$ cat config.mk
export PLATFORM = sky130hd
export DESIGN_NAME = mem_bus_arbiter
export DESIGN_NICKNAME = d
export VERILOG_FILES = /design/src/rtl/bus_pkg.sv /design/src/rtl/mem_bus_arbiter.sv
export SDC_FILE = /design/constraint.sdc
export NUM_CORES = 1
export LEC_CHECK = 0
export ABC_AREA = 1
export CAP_MARGIN = 10
export CORE_MARGIN = 4
export CORE_UTILIZATION = 25
export CTS_CLUSTER_SIZE = 16
export DETAILED_ROUTE_END_ITERATION = 10
export PLACE_DENSITY = 0.64
export SETUP_SLACK_MARGIN = 0.1
export SYNTH_ARGS = -nofsm -noshare
export SYNTH_HDL_FRONTEND = slang
export SYNTH_SLANG_ARGS = --single-unit
$ cat constraint.sdc
create_clock -name clk -period 7.55 [get_ports clk]
set_clock_uncertainty 0.15 [all_clocks]
set_input_delay 1.51 -clock clk [delete_from_list [all_inputs] [get_ports clk]]
set_output_delay 1.51 -clock clk [all_outputs]
set_load 0.02 [all_outputs]
$ cat src/rtl/bus_pkg.sv
`default_nettype none
// ============================================================================
// Package     : bus_pkg
// Description : Shared types for the SRAM-like memory bus. Holds the arbiter
//               state enum, the bus owner enum and the access size encoding
//               used by memsel (byte/half/word = 0/1/2).
// Revision    : 1.0 - initial release
// ============================================================================
package bus_pkg;

  typedef enum logic [1:0] {
    ST_IDLE = 2'd0,
    ST_REQ  = 2'd1,
    ST_WAIT = 2'd2
  } arb_state_t;

  typedef enum logic {
    OWN_INST = 1'b0,
    OWN_DATA = 1'b1
  } owner_t;

  localparam logic [1:0] c_size_byte = 2'd0;
  localparam logic [1:0] c_size_half = 2'd1;
  localparam logic [1:0] c_size_word = 2'd2;

endpackage : bus_pkg
`default_nettype wire

$ cat src/rtl/mem_bus_arbiter.sv
`default_nettype none
// ============================================================================
// Module      : mem_bus_arbiter
// Description : Arbitrates the instruction-fetch and MEM-stage data
//               requesters onto one SRAM-like bus, one transaction at a time.
//               Data wins ties unless the fetch side has been passed over
//               STARVE_MAX consecutive times. A flush cancels the response
//               of an in-flight fetch without aborting the bus transaction.
// Ports       : clk, rst          - clock, async active-high reset
//               inst_*            - fetch requester (req/addr in, ok/rdata out)
//               data_*            - data requester (req/wr/size/addr/wdata in,
//                                   ok/rdata out)
//               flush             - cancels the pending fetch response
//               busy              - high while a transaction is in flight
//               bus_*             - SRAM-like master port
// Revision    : 1.0 - initial release
// ============================================================================
module mem_bus_arbiter
  import bus_pkg::*;
#(
  parameter int STARVE_MAX = 4
) (
  input  logic        clk,
  input  logic        rst,
  // instruction fetch
  input  logic        inst_req,
  input  logic [31:0] inst_addr,
  output logic        inst_addr_ok,
  output logic        inst_data_ok,
  output logic [31:0] inst_rdata,
  // data (MEM stage)
  input  logic        data_req,
  input  logic        data_wr,
  input  logic [1:0]  data_size,
  input  logic [31:0] data_addr,
  input  logic [31:0] data_wdata,
  output logic        data_addr_ok,
  output logic        data_data_ok,
  output logic [31:0] data_rdata,
  // control
  input  logic        flush,
  output logic        busy,
  // SRAM-like bus
  output logic        bus_req,
  output logic        bus_wr,
  output logic [1:0]  bus_size,
  output logic [31:0] bus_addr,
  output logic [31:0] bus_wdata,
  input  logic        bus_addr_ok,
  input  logic        bus_data_ok,
  input  logic [31:0] bus_rdata
);

  localparam int c_cnt_w = (STARVE_MAX < 1) ? 1 : $clog2(STARVE_MAX + 1);
  localparam logic [c_cnt_w-1:0] c_starve_max = c_cnt_w'(STARVE_MAX);

  arb_state_t          r_state;
  arb_state_t          w_state_nxt;
  owner_t              r_owner;
  logic                r_wr;
  logic [1:0]          r_size;
  logic [31:0]         r_addr;
  logic [31:0]         r_wdata;
  logic [c_cnt_w-1:0]  r_starve;
  logic                r_drop;

  logic w_force_inst;
  logic w_grant_data;
  logic w_grant_inst;

  // Fetch is forced only when it could actually be granted (no flush).
  // Grants are masked during reset so no addr_ok can leak out while rst=1.
  assign w_force_inst = inst_req & data_req & ~flush & (r_starve == c_starve_max);
  assign w_grant_data = (r_state == ST_IDLE) & ~rst & data_req & ~w_force_inst;
  assign w_grant_inst = (r_state == ST_IDLE) & ~rst & inst_req & ~flush & ~w_grant_data;

  // Response data is a straight passthrough; the *_data_ok strobes qualify it.
  assign inst_rdata = bus_rdata;
  assign data_rdata = bus_rdata;

  assign busy      = (r_state != ST_IDLE);
  assign bus_wr    = r_wr;
  assign bus_size  = r_size;
  assign bus_addr  = r_addr;
  assign bus_wdata = r_wdata;

  always_ff @(posedge clk or posedge rst) begin
    if (rst) begin
      r_state <= ST_IDLE;
    end else begin
      r_state <= w_state_nxt;
    end
  end

  always_comb begin
    w_state_nxt  = r_state;
    bus_req      = 1'b0;
    inst_addr_ok = 1'b0;
    data_addr_ok = 1'b0;
    inst_data_ok = 1'b0;
    data_data_ok = 1'b0;
    case (r_state)
      ST_IDLE: begin
        if (w_grant_data) begin
          data_addr_ok = 1'b1;
          w_state_nxt  = ST_REQ;
        end else if (w_grant_inst) begin
          inst_addr_ok = 1'b1;
          w_state_nxt  = ST_REQ;
        end
      end
      ST_REQ: begin
        bus_req = 1'b1;
        if (bus_addr_ok) begin
          w_state_nxt = ST_WAIT;
        end
      end
      ST_WAIT: begin
        if (bus_data_ok) begin
          w_state_nxt = ST_IDLE;
          if (r_owner == OWN_DATA) begin
            data_data_ok = 1'b1;
          end else begin
            // A flush landing in the completion cycle also cancels the fetch.
            inst_data_ok = ~(r_drop | flush);
          end
        end
      end
      default: begin
        w_state_nxt = ST_IDLE;
      end
    endcase
  end

  // Owner, latched request fields, starvation counter and drop flag.
  always_ff @(posedge clk or posedge rst) begin
    if (rst) begin
      r_owner  <= OWN_INST;
      r_wr     <= 1'b0;
      r_size   <= 2'd0;
      r_addr   <= 32'd0;
      r_wdata  <= 32'd0;
      r_starve <= '0;
      r_drop   <= 1'b0;
    end else begin
      if (w_grant_data) begin
        r_owner <= OWN_DATA;
        r_wr    <= data_wr;
        r_size  <= data_size;
        r_addr  <= data_addr;
        r_wdata <= data_wdata;
        if (!inst_req) begin
          r_starve <= '0;
        end else if (r_starve != c_starve_max) begin
          r_starve <= r_starve + 1'b1;
        end
      end else if (w_grant_inst) begin
        r_owner  <= OWN_INST;
        r_wr     <= 1'b0;
        r_size   <= c_size_word;
        r_addr   <= inst_addr;
        r_wdata  <= 32'd0;
        r_starve <= '0;
      end

      if (w_state_nxt == ST_IDLE) begin
        r_drop <= 1'b0;
      end else if ((r_state != ST_IDLE) && (r_owner == OWN_INST) && flush) begin
        r_drop <= 1'b1;
      end
    end
  end

endmodule : mem_bus_arbiter
`default_nettype wire

==> impl_results.md, run 1 <==
- Status: completed
- Number of synthesized register bits: 74
- I/O pin cnt: around 280
- HP Start: bus_wdata[23]
- Cell Pwr Density: ~380 nW/µm²
- Clock sinks: 74
- Setup WS post-layout: approximately 2.3 ns
- Vias post-DR: around 3.4k
- Initial Utilization: 0.254
- Final Max Tran Viols: 0
- Clk slew on worst S/H paths: about 0.050 ns
- GRT Residual Overflow: 0
- Pleak: between 2 and 3 nW
- Measured slew at the worst slew-check pin: ~1.2 ns
- Resize count post-CTS: 0
- H-tree levels: 3
- Synth-to-layout area growth: 45.1%
- Crit path time final: about 5.2 ns
- Crit path DAT: between 3 and 4 ns
- Worst min-delay path class: register to register
- Antenna diodes: 0
- Hold buffer count at CTS: 0
- Final setup violation count: 0
- Num rows: 45
- Die width: ~130 µm
- Total CTS buffers: 9
- Syn Inst Count: 459
- Total die area: 17,500 µm²
- Crit. End Element: primary output
- Mapped Avg Cell Area: ~8.4 µm²
- Top cell types by occurrence after synthesis: nand3_1 (134), nand2_1 (116), dfrtp_1 (74)
- Post-route ant nets: 0
- Drt pass-1 iters: 4
- Routed WL per cell: about 15 µm
- Pre-CTS WS: roughly 2.3 ns
- DRC: 0
- Port Buffers: around 180
- Highest Clock Rate: around 0.19 GHz
- Logic gate share of total power: 0.449
- GRT Resource Usage Total: 0.127
- Total Wirelength: ~11,000 µm
- Critical Path Start: inst_req
- Synth Net Count: about 600
- Number of flops mapped to enable cells by yosys: 0
- Seq/Total Area, Yosys: 0.481
- Area leader, netlist: dfrtp_1
- WS Path Type: primary input to primary output
- Crit share post-route: 0.693
- CP startpoint kind: primary input
- Pint: 1.37 mW
- Placed wire-length estimate: between 7000 and 8000 µm
- Vias per cell: 4.51
- Synth area leaders: dfrtp_1 (48%), nand3_1 (17%), buf_4 (12%)
- Initial antenna violation count: 1
- Final Instance Area: around 5600 µm²
- Sw Share: 0.361
- GP Congestion: 0.757
- Vias in the first global route: 3,527
- Crit path required time: 5.89 ns
- Reg power frac: 0.321
- MaxCap Viol Count: 0
- Clk Latency, worst-skew pair: about 0.33 ns
- R2r startpoint: r_state[1]
- First-pass GRT wire length: 18,000 µm
- Postcts setup bufs: 0
- Synth top area share: 0.481
- Slew headroom: 0.196
- Syn Std Cell Area: around 3900 µm²
- CTS tree: done
- Top-count cell post-synth: nand3_1
- Initial DRC count: ~110
- NetSw: 772 µW
- Hold Fails Final Rpt: 0
- CTS root buffer: clkbuf_16
- CP max FO: 30
- Synth Flop Type: dfrtp_1
- Worst VDD drop: around 0.00015 V
- Longest Clk Path Bufs: 2
- Post-synth cell types: 22
- Yosys Warn Count: 0
- Setup TNS Final: 0 ns
- Core Box Area: 15,100 µm²
- Reg2Reg Setup Slack: between 4 and 5 ns
- Nets: 700
- # fillers: ~1.6k
- Pin count of the biggest net entering global routing: approximately 110
- Placed Area: approximately 5200 µm²
- Async set or reset register ratio after synthesis: 1.00
- Share of cells above drive strength 1: 0.0496
- Clock share of power: 0.229
- RSZ-0062 raised after global routing: no
- Vert. Die Dim: between 100 and 150 µm
logic make-up (layout without fill, tap and decap cells):
group | Yosys count | count (layout) | share of synthesized area
XOR/XNOR | 1 | 1 | 0.00227
buffers and inverters | 111 | 216 | 0.192
flip-flops | 74 | 74 | 0.481
AND/OR/NAND/NOR | 269 | 269 | 0.316
adder cells (fa/ha/maj) | 2 | 2 | 0.00649
AO/OA/AOI/OAI | 2 | 2 | 0.00325
metal layers:
metal  up-vias  global-route usage  part of all wire
met2       154               0.202              0.46
met5         -                   0            0.0012
met1      1559               0.148              0.42
met4         2              0.0630             0.028
met3        39              0.0496             0.089
li1       1634                   -                 -
layout make-up:
class | count | area, µm² | area share
sequential | 74 | 1850 | 0.331
timing repair buffer | 182 | 1810 | 0.324
multi-input combinational | 274 | 1280 | 0.228
clock buffer | 10 | 239 | 0.0428
tap | 188 | 235 | 0.0421
clock inverter | 5 | 103 | 0.0184
inverter | 19 | 72.6 | 0.0130
worst paths after layout:
path | end | cells after the start
min in group asynchronous | r_owner | 3
setup / recovery | data_addr_ok | 7
hold reg to reg | bus_wdata[23] | 2
hold / removal | bus_wdata[23] | 2
setup reg to reg | bus_addr[16] | 6
max in group asynchronous | bus_addr[17] | 3
state kept, by name (all words and copies together) (netlist names):
| register | flops |
|---|---|
| bus_wdata | 32 |
| r_owner | 1 |
| bus_wr | 1 |
| r_drop | 1 |
| r_starve | 3 |
| bus_size | 2 |
| r_state | 2 |
| bus_addr | 32 |
stage by stage:
| step | util | power, mW | std cells | hold WS (ns) |
|---|---|---|---|---|
| 2_1_floorplan | - | 1.22 | 459 | 0.317 |
| 3_3_place_gp | 0.346 | 1.65 | 737 | 0.332 |
| 3_5_place_dp | 0.346 | 1.67 | 737 | 0.340 |
| 4_1_cts | 0.369 | 2.18 | 752 | 0.354 |
| 5_1_grt | 0.369 | 2.28 | 752 | 0.373 |
| 6_report | 0.369 | 2.14 | 752 | 0.346 |
power groups by stage:
stage	registers, mW	logic [mW]	clock network (mW)
floorplan	0.894	0.327	0
detailed placement	0.693	0.976	0
global route	0.713	1.04	0.525
finish	0.687	0.961	0.490
CTS	0.690	0.977	0.511
global placement	0.686	0.963	0
placed cells by master (no fill, tap or decap), types with 3 or more instances in the layout:
master and n:
bufinv_16 3, dfrtp_1 74, nand4_1 4, nor2_1 7
clkbuf_16 9, nand3_1 134, buf_4 4, inv_1 14
nand2_1 116, clkdlybuf4s50_1 178
worst max-delay path, stage by stage:
cell and delay (ns):
clkdlybuf4s50_1 0.54, nand2_1 0.13, clkinv_1 0.08, nand3_1 0.14, nand2_4 0.07, inv_2 0.40, clkdlybuf4s50_1 0.71
Note: power is estimated with default switching activity, not from simulation.
==> run 2: changes to the inputs <==
--- a/config.mk
+++ b/config.mk
@@ -11,7 +11,7 @@
 export CORE_UTILIZATION = 25
 export CTS_CLUSTER_SIZE = 16
 export DETAILED_ROUTE_END_ITERATION = 10
-export PLACE_DENSITY = 0.64
+export PLACE_DENSITY = 0.66
 export SETUP_SLACK_MARGIN = 0.1
 export SYNTH_ARGS = -nofsm -noshare
 export SYNTH_HDL_FRONTEND = slang
==> constraint.sdc (replaced) <==
create_clock -name clk -period 4.8 [get_ports clk]
set_clock_uncertainty 0.15 [all_clocks]
set_input_delay 0.96 -clock clk [delete_from_list [all_inputs] [get_ports clk]]
set_output_delay 0.96 -clock clk [all_outputs]
set_load 0.02 [all_outputs]
==> run 2 against run 1 <==
  * Wire length up 2.0%
  * Critical path depth up 1
  * Core utilization up 0.40 points
  * Cell count up 0.40%
  * Clock power up 77%
  * Critical path type unchanged
  * Highest routed layer is now met4
==> impl_results.md, run 2 (synthesis results as in run 1) <==
- Status: completed
- Largest delay share family, worst path: buffers and inverters
- R2r startpoint: r_starve[0]
- RSZ-0062 raised after global routing: no
- CTS tree: done
- Reg2Reg Setup Slack: about 2.3 ns
- Postcts setup bufs: 0
- First-pass GRT wire length: about 18,000 µm
- Resize count post-CTS: 0
- MaxCap Viol Count: 0
- Post-route ant nets: 0
- GRT Resource Usage Total: 0.128
- Most common cell after layout, fill and taps aside: clkdlybuf4s50_1
- Final Max Tran Viols: 0
- Overall power: between 3 and 4 mW
- Hold path endpoint: bus_wdata[13]
- Nets: around 700
- Worst-case reg-to-reg path depth: 12
- Pleak: between 2 and 3 nW
- Top cell by count, worst path: clkdlybuf4s50_1
- Clk Latency, worst-skew pair: between 0.3 and 0.4 ns
- Routed WL per cell: approximately 15 µm
- Initial DRC count: 121
- GRT Residual Overflow: 0
- Total CTS buffers: 9
- Measured slew at the worst slew-check pin: 0.799 ns
- Antenna diodes: 0
- Crit path required time: approximately 3.7 ns
- Critical path buffers and inverters: 4
- CP max stage cell: clkdlybuf4s50_1
- Num rows: 45
- Clock sinks: 74
- Slew headroom: 0.467
- Crit share post-route: 0.827
- Total die area: roughly 17,000 µm²
- Crit path DAT: approximately 2.9 ns
- H-tree levels: 3
- Crit path time final: slightly below 4 ns
- CP Cell Sequence: clkdlybuf4s50_1, clkinv_2, nand2_1, nor2_2, nand2_4, inv_2, nor2_1, clkdlybuf4s50_1
- Reg2Reg Capture Point: r_starve[1]
- Placed wire-length estimate: 7800 µm
- Hold Fails Final Rpt: 0
- Vias per cell: roughly 4.5
- Highest Clock Rate: 0.252 GHz
- Total Wirelength: roughly 11,000 µm
- Core Box Area: approximately 15,000 µm²
- Initial antenna violation count: 0
- Final setup violation count: 0
- Drt pass-1 iters: 4
- HP Start: bus_wdata[13]
- Port Buffers: about 180
- Vias in the first global route: between 3k and 4k
- Pin count of the biggest net entering global routing: 70
- CP startpoint kind: primary input
- Share of cells above drive strength 1: 0.0547
- CP max stage delay: between 0.6 and 0.7 ns
- Initial Utilization: 0.254
- WS Path Type: primary input to primary output
- GP Congestion: 0.735
- Hold buffer count at CTS: 0
- Clk slew on worst S/H paths: about 0.050 ns
- CTS root buffer: clkbuf_16
- Die width: around 130 µm
- Longest Clk Path Bufs: 2
- DRC: 0
- I/O pin cnt: ~280
- Synth-to-layout area growth: 46.6%
- Hold Path Depth: 2
- Crit. End Element: primary output
- Final Core Density: 0.373
- Most frequent cells in the layout: clkdlybuf4s50_1 (178), nand3_1 (134), nand2_1 (116)
- Worst VDD drop: 0.000269 V
- Worst min-delay path class: register to register
- Vert. Die Dim: between 100 and 150 µm
- Cell Pwr Density: about 610 nW/µm²
- CP max FO: 20
- Vias post-DR: 3,395
- Setup TNS Final: 0 ns
## run 2: cell type report
type | count | area, µm²
clock buffer | 12 | 267
clock inverter | 4 | 120
fill | 1560 | 9500
inverter | 19 | 72.6
multi-input combinational | 274 | 1280
sequential | 74 | 1850
tap | 188 | 235
timing repair buffer | 184 | 1830
## run 2: worst reg2reg max path, stage by stage (launching register included)
cell	delay, ns
dfrtp_1	0.40
inv_1	0.08
ha_1	0.14
nand2_1	0.08
inv_1	0.08
nand3_1	0.11
nand2_4	0.11
buf_4	0.42
buf_4	0.55
nand2_2	0.14
nand2_2	0.13
nand2_1	0.05
nand2_1	0.05
## run 2: layer usage
layer | vias up | wire, µm | GRT usage
met3 | 39 | 1030 | 0.0538
met5 | - | 0 | 0
met2 | 138 | 5130 | 0.201
met4 | 0 | 336 | 0.0560
met1 | 1584 | 4720 | 0.154
li1 | 1634 | - | -
## run 2: worst max-delay path by stage
stage | from | to | slack (ns) | cells past startpoint
final | rst | inst_addr_ok | 0.83 | 8
after detailed placement | rst | inst_addr_ok | 0.79 | 8
after global routing | rst | inst_addr_ok | 0.63 | 8
after global placement | rst | inst_addr_ok | 0.79 | 8
after floorplan | rst | inst_addr_ok | 0.99 | 4
after CTS | rst | inst_addr_ok | 0.77 | 8
## run 2: power breakdown
group          leakage [nW]  switching, mW  internal, mW
sequential            0.932          0.160         0.911
clock                 0.189          0.263         0.603
combinational          1.45          0.793         0.721
total                  2.57           1.22          2.24
## run 2: through the flow
stage / std cells / area (µm²) / hold slack, ns / worst slack (ns)
2_1_floorplan: 459 / 3850 / 0.317 / 0.989
3_3_place_gp: 739 / 5260 / 0.330 / 0.794
4_1_cts: 755 / 5650 / 0.349 / 0.769
6_report: 755 / 5650 / 0.343 / 0.832
5_1_grt: 755 / 5650 / 0.366 / 0.634
3_5_place_dp: 739 / 5260 / 0.336 / 0.791
==> run 3: changes to the inputs <==
==> constraint.sdc (replaced) <==
create_clock -name clk -period 3.6 [get_ports clk]
set_clock_uncertainty 0.15 [all_clocks]
set_input_delay 0.72 -clock clk [delete_from_list [all_inputs] [get_ports clk]]
set_output_delay 0.72 -clock clk [all_outputs]
set_load 0.02 [all_outputs]
==> run 3 against run 2 <==
  * Sequential share of layout area increased by 0.54 points
  * Sequential power grew 34%
  * Register-to-register slack worse by 0.83 ns
  * Cell area down 1.6%
  * Non-clock buffer count increased by 4
  * Worst setup slack got worse by 0.48 ns
  * Flip-flop and latch count unchanged
  * Total power rose by 24%
==> impl_results.md, run 3 (synthesis results as in run 1) <==
- Drt pass-1 iters: 5
- Crit. End Element: primary output
- Total Wirelength: between 10,000 and 15,000 µm
- Final non-filler cell total: roughly 760
- Routed WL per cell: roughly 15 µm
- Measured slew at the worst slew-check pin: slightly above 0.8 ns
- Overall power: between 4 and 5 mW
- CP max stage cell: clkdlybuf4s50_1
- Placed wire-length estimate: around 8200 µm
- First-pass GRT wire length: approximately 18,000 µm
- Postcts setup bufs: 0
- Resize count post-CTS: 0
- Initial DRC count: between 100 and 150
- Antenna diodes: 0
- Crit path required time: 2.73 ns
- Initial antenna violation count: 0
- Crit path time final: 3.25 ns
- Pre-CTS WS: between 0.3 and 0.4 ns
- Vias per cell: between 4 and 5
- CP Cell Sequence: clkdlybuf4s50_1, nand2_1, clkinv_1, nand3_1, nand2_4, inv_2, nor2_1, clkdlybuf4s50_1
- Hold Fails Final Rpt: 0
- Largest delay share family, worst path: buffers and inverters
- Top cell by count, worst path: clkdlybuf4s50_1
- Most frequent cells in the layout: clkdlybuf4s50_1 (178), nand3_1 (134), nand2_1 (116)
- # fillers: roughly 1.5k
- Cell Pwr Density: 770 nW/µm²
- Final Max Tran Viols: 0
- Vias in the first global route: ~3.5k
- Crit share post-route: 0.902
- Clk slew on worst S/H paths: 0.05 ns
- MaxCap Viol Count: 0
- GRT Resource Usage Total: 0.128
- Area occupied by multi-input gates: around 1300 µm²
- Final Core Density: 0.367
- Slew headroom: 0.454
- Vias post-DR: 3,432
- Worst-case reg-to-reg path depth: 7
- Port Buffers: 178
- Num rows: 45
- Most common cell after layout, fill and taps aside: clkdlybuf4s50_1
- Reg2Reg Setup Slack: about 1.4 ns
- Critical path buffers and inverters: 4
- Setup WS post-layout: 0.353 ns
- Post-route ant nets: 0
- Longest Clk Path Bufs: 2
- Setup TNS Final: 0 ns
- CP max FO: 10
- Hold Path Depth: 2
- CTS tree: done
- CP max stage delay: slightly above 0.6 ns
- DRC: 0
- Clock sinks: 74
- Pin count of the biggest net entering global routing: 71
- Worst min-delay path class: register to register
- Die width: around 130 µm
- WS Path Type: primary input to primary output
- Core Box Area: between 15,000 and 20,000 µm²
- HP Start: bus_wdata[12]
- Storage cell area: 1850 µm²
- CTS root buffer: clkbuf_16
- Synth-to-layout area growth: 44.3%
- I/O pin cnt: approximately 280
- H-tree levels: 3
- Clk Latency, worst-skew pair: 0.33 ns
- Reg2Reg Capture Point: bus_addr[1]
- R2r startpoint: r_state[1]
- Placed Area: about 5300 µm²
- Hold path endpoint: bus_wdata[12]
- Total die area: 17,500 µm²
- Hold buffer count at CTS: 0
- Final Instance Area: about 5600 µm²
- Nets: roughly 710
- Crit path DAT: ~2.4 ns
- Highest Clock Rate: between 0.3 and 0.4 GHz
- WHS: between 0.3 and 0.4 ns
- GP Congestion: 0.756
- GRT Residual Overflow: 0
- Share of cells above drive strength 1: 0.0560
- Initial Utilization: 0.254
- CP startpoint kind: primary input
- Pleak: roughly 2.5 nW
- Vert. Die Dim: approximately 130 µm
- Worst VDD drop: about 0.00041 V
- Status: completed
- Dpl cells: 743
- RSZ-0062 raised after global routing: no
- Final setup violation count: 0
- Total CTS buffers: 9
==> run 3: worst reg2reg max path, delay by kind of cell, from the launching register on <==
| family | cells | cell delay [ns] |
|---|---|---|
| buffers and inverters | 3 | 1.13 |
| DFF | 1 | 0.41 |
| and+or+nand+nor | 4 | 0.37 |
==> run 3: metal layers <==
metal,vias to the layer above,GRT usage,part of all wire
li1,1644,-,-
met1,1595,0.155,0.42
met2,154,0.201,0.45
met3,39,0.0527,0.094
met4,0,0.0560,0.032
met5,-,0,0
==> run 3: layout make-up <==
cell class | count | share of cell area
Clock buffer | 13 | 0.0450
Clock inverter | 3 | 0.00270
Inverter | 19 | 0.0131
Multi-Input combinational cell | 274 | 0.230
Sequential cell | 74 | 0.333
Tap cell | 188 | 0.0423
Timing Repair Buffer | 188 | 0.334
==> run 3: worst max path at each step <==
stage / slack [ns] / start / depth (start not counted) / end
5_1_grt: 0.24 / rst / 8 / inst_addr_ok
3_3_place_gp: 0.35 / rst / 8 / inst_addr_ok
6_report: 0.35 / inst_req / 8 / inst_addr_ok
4_1_cts: 0.32 / rst / 8 / inst_addr_ok
2_1_floorplan: 0.27 / rst / 4 / inst_addr_ok
3_5_place_dp: 0.33 / rst / 8 / inst_addr_ok
==> run 3: power by group <==
part | switching (mW) | internal (mW) | total [mW]
Sequential | 0.217 | 1.22 | 1.43
Clock | 0.336 | 0.483 | 0.818
Combinational | 1.06 | 0.966 | 2.03
Total | 1.62 | 2.66 | 4.28
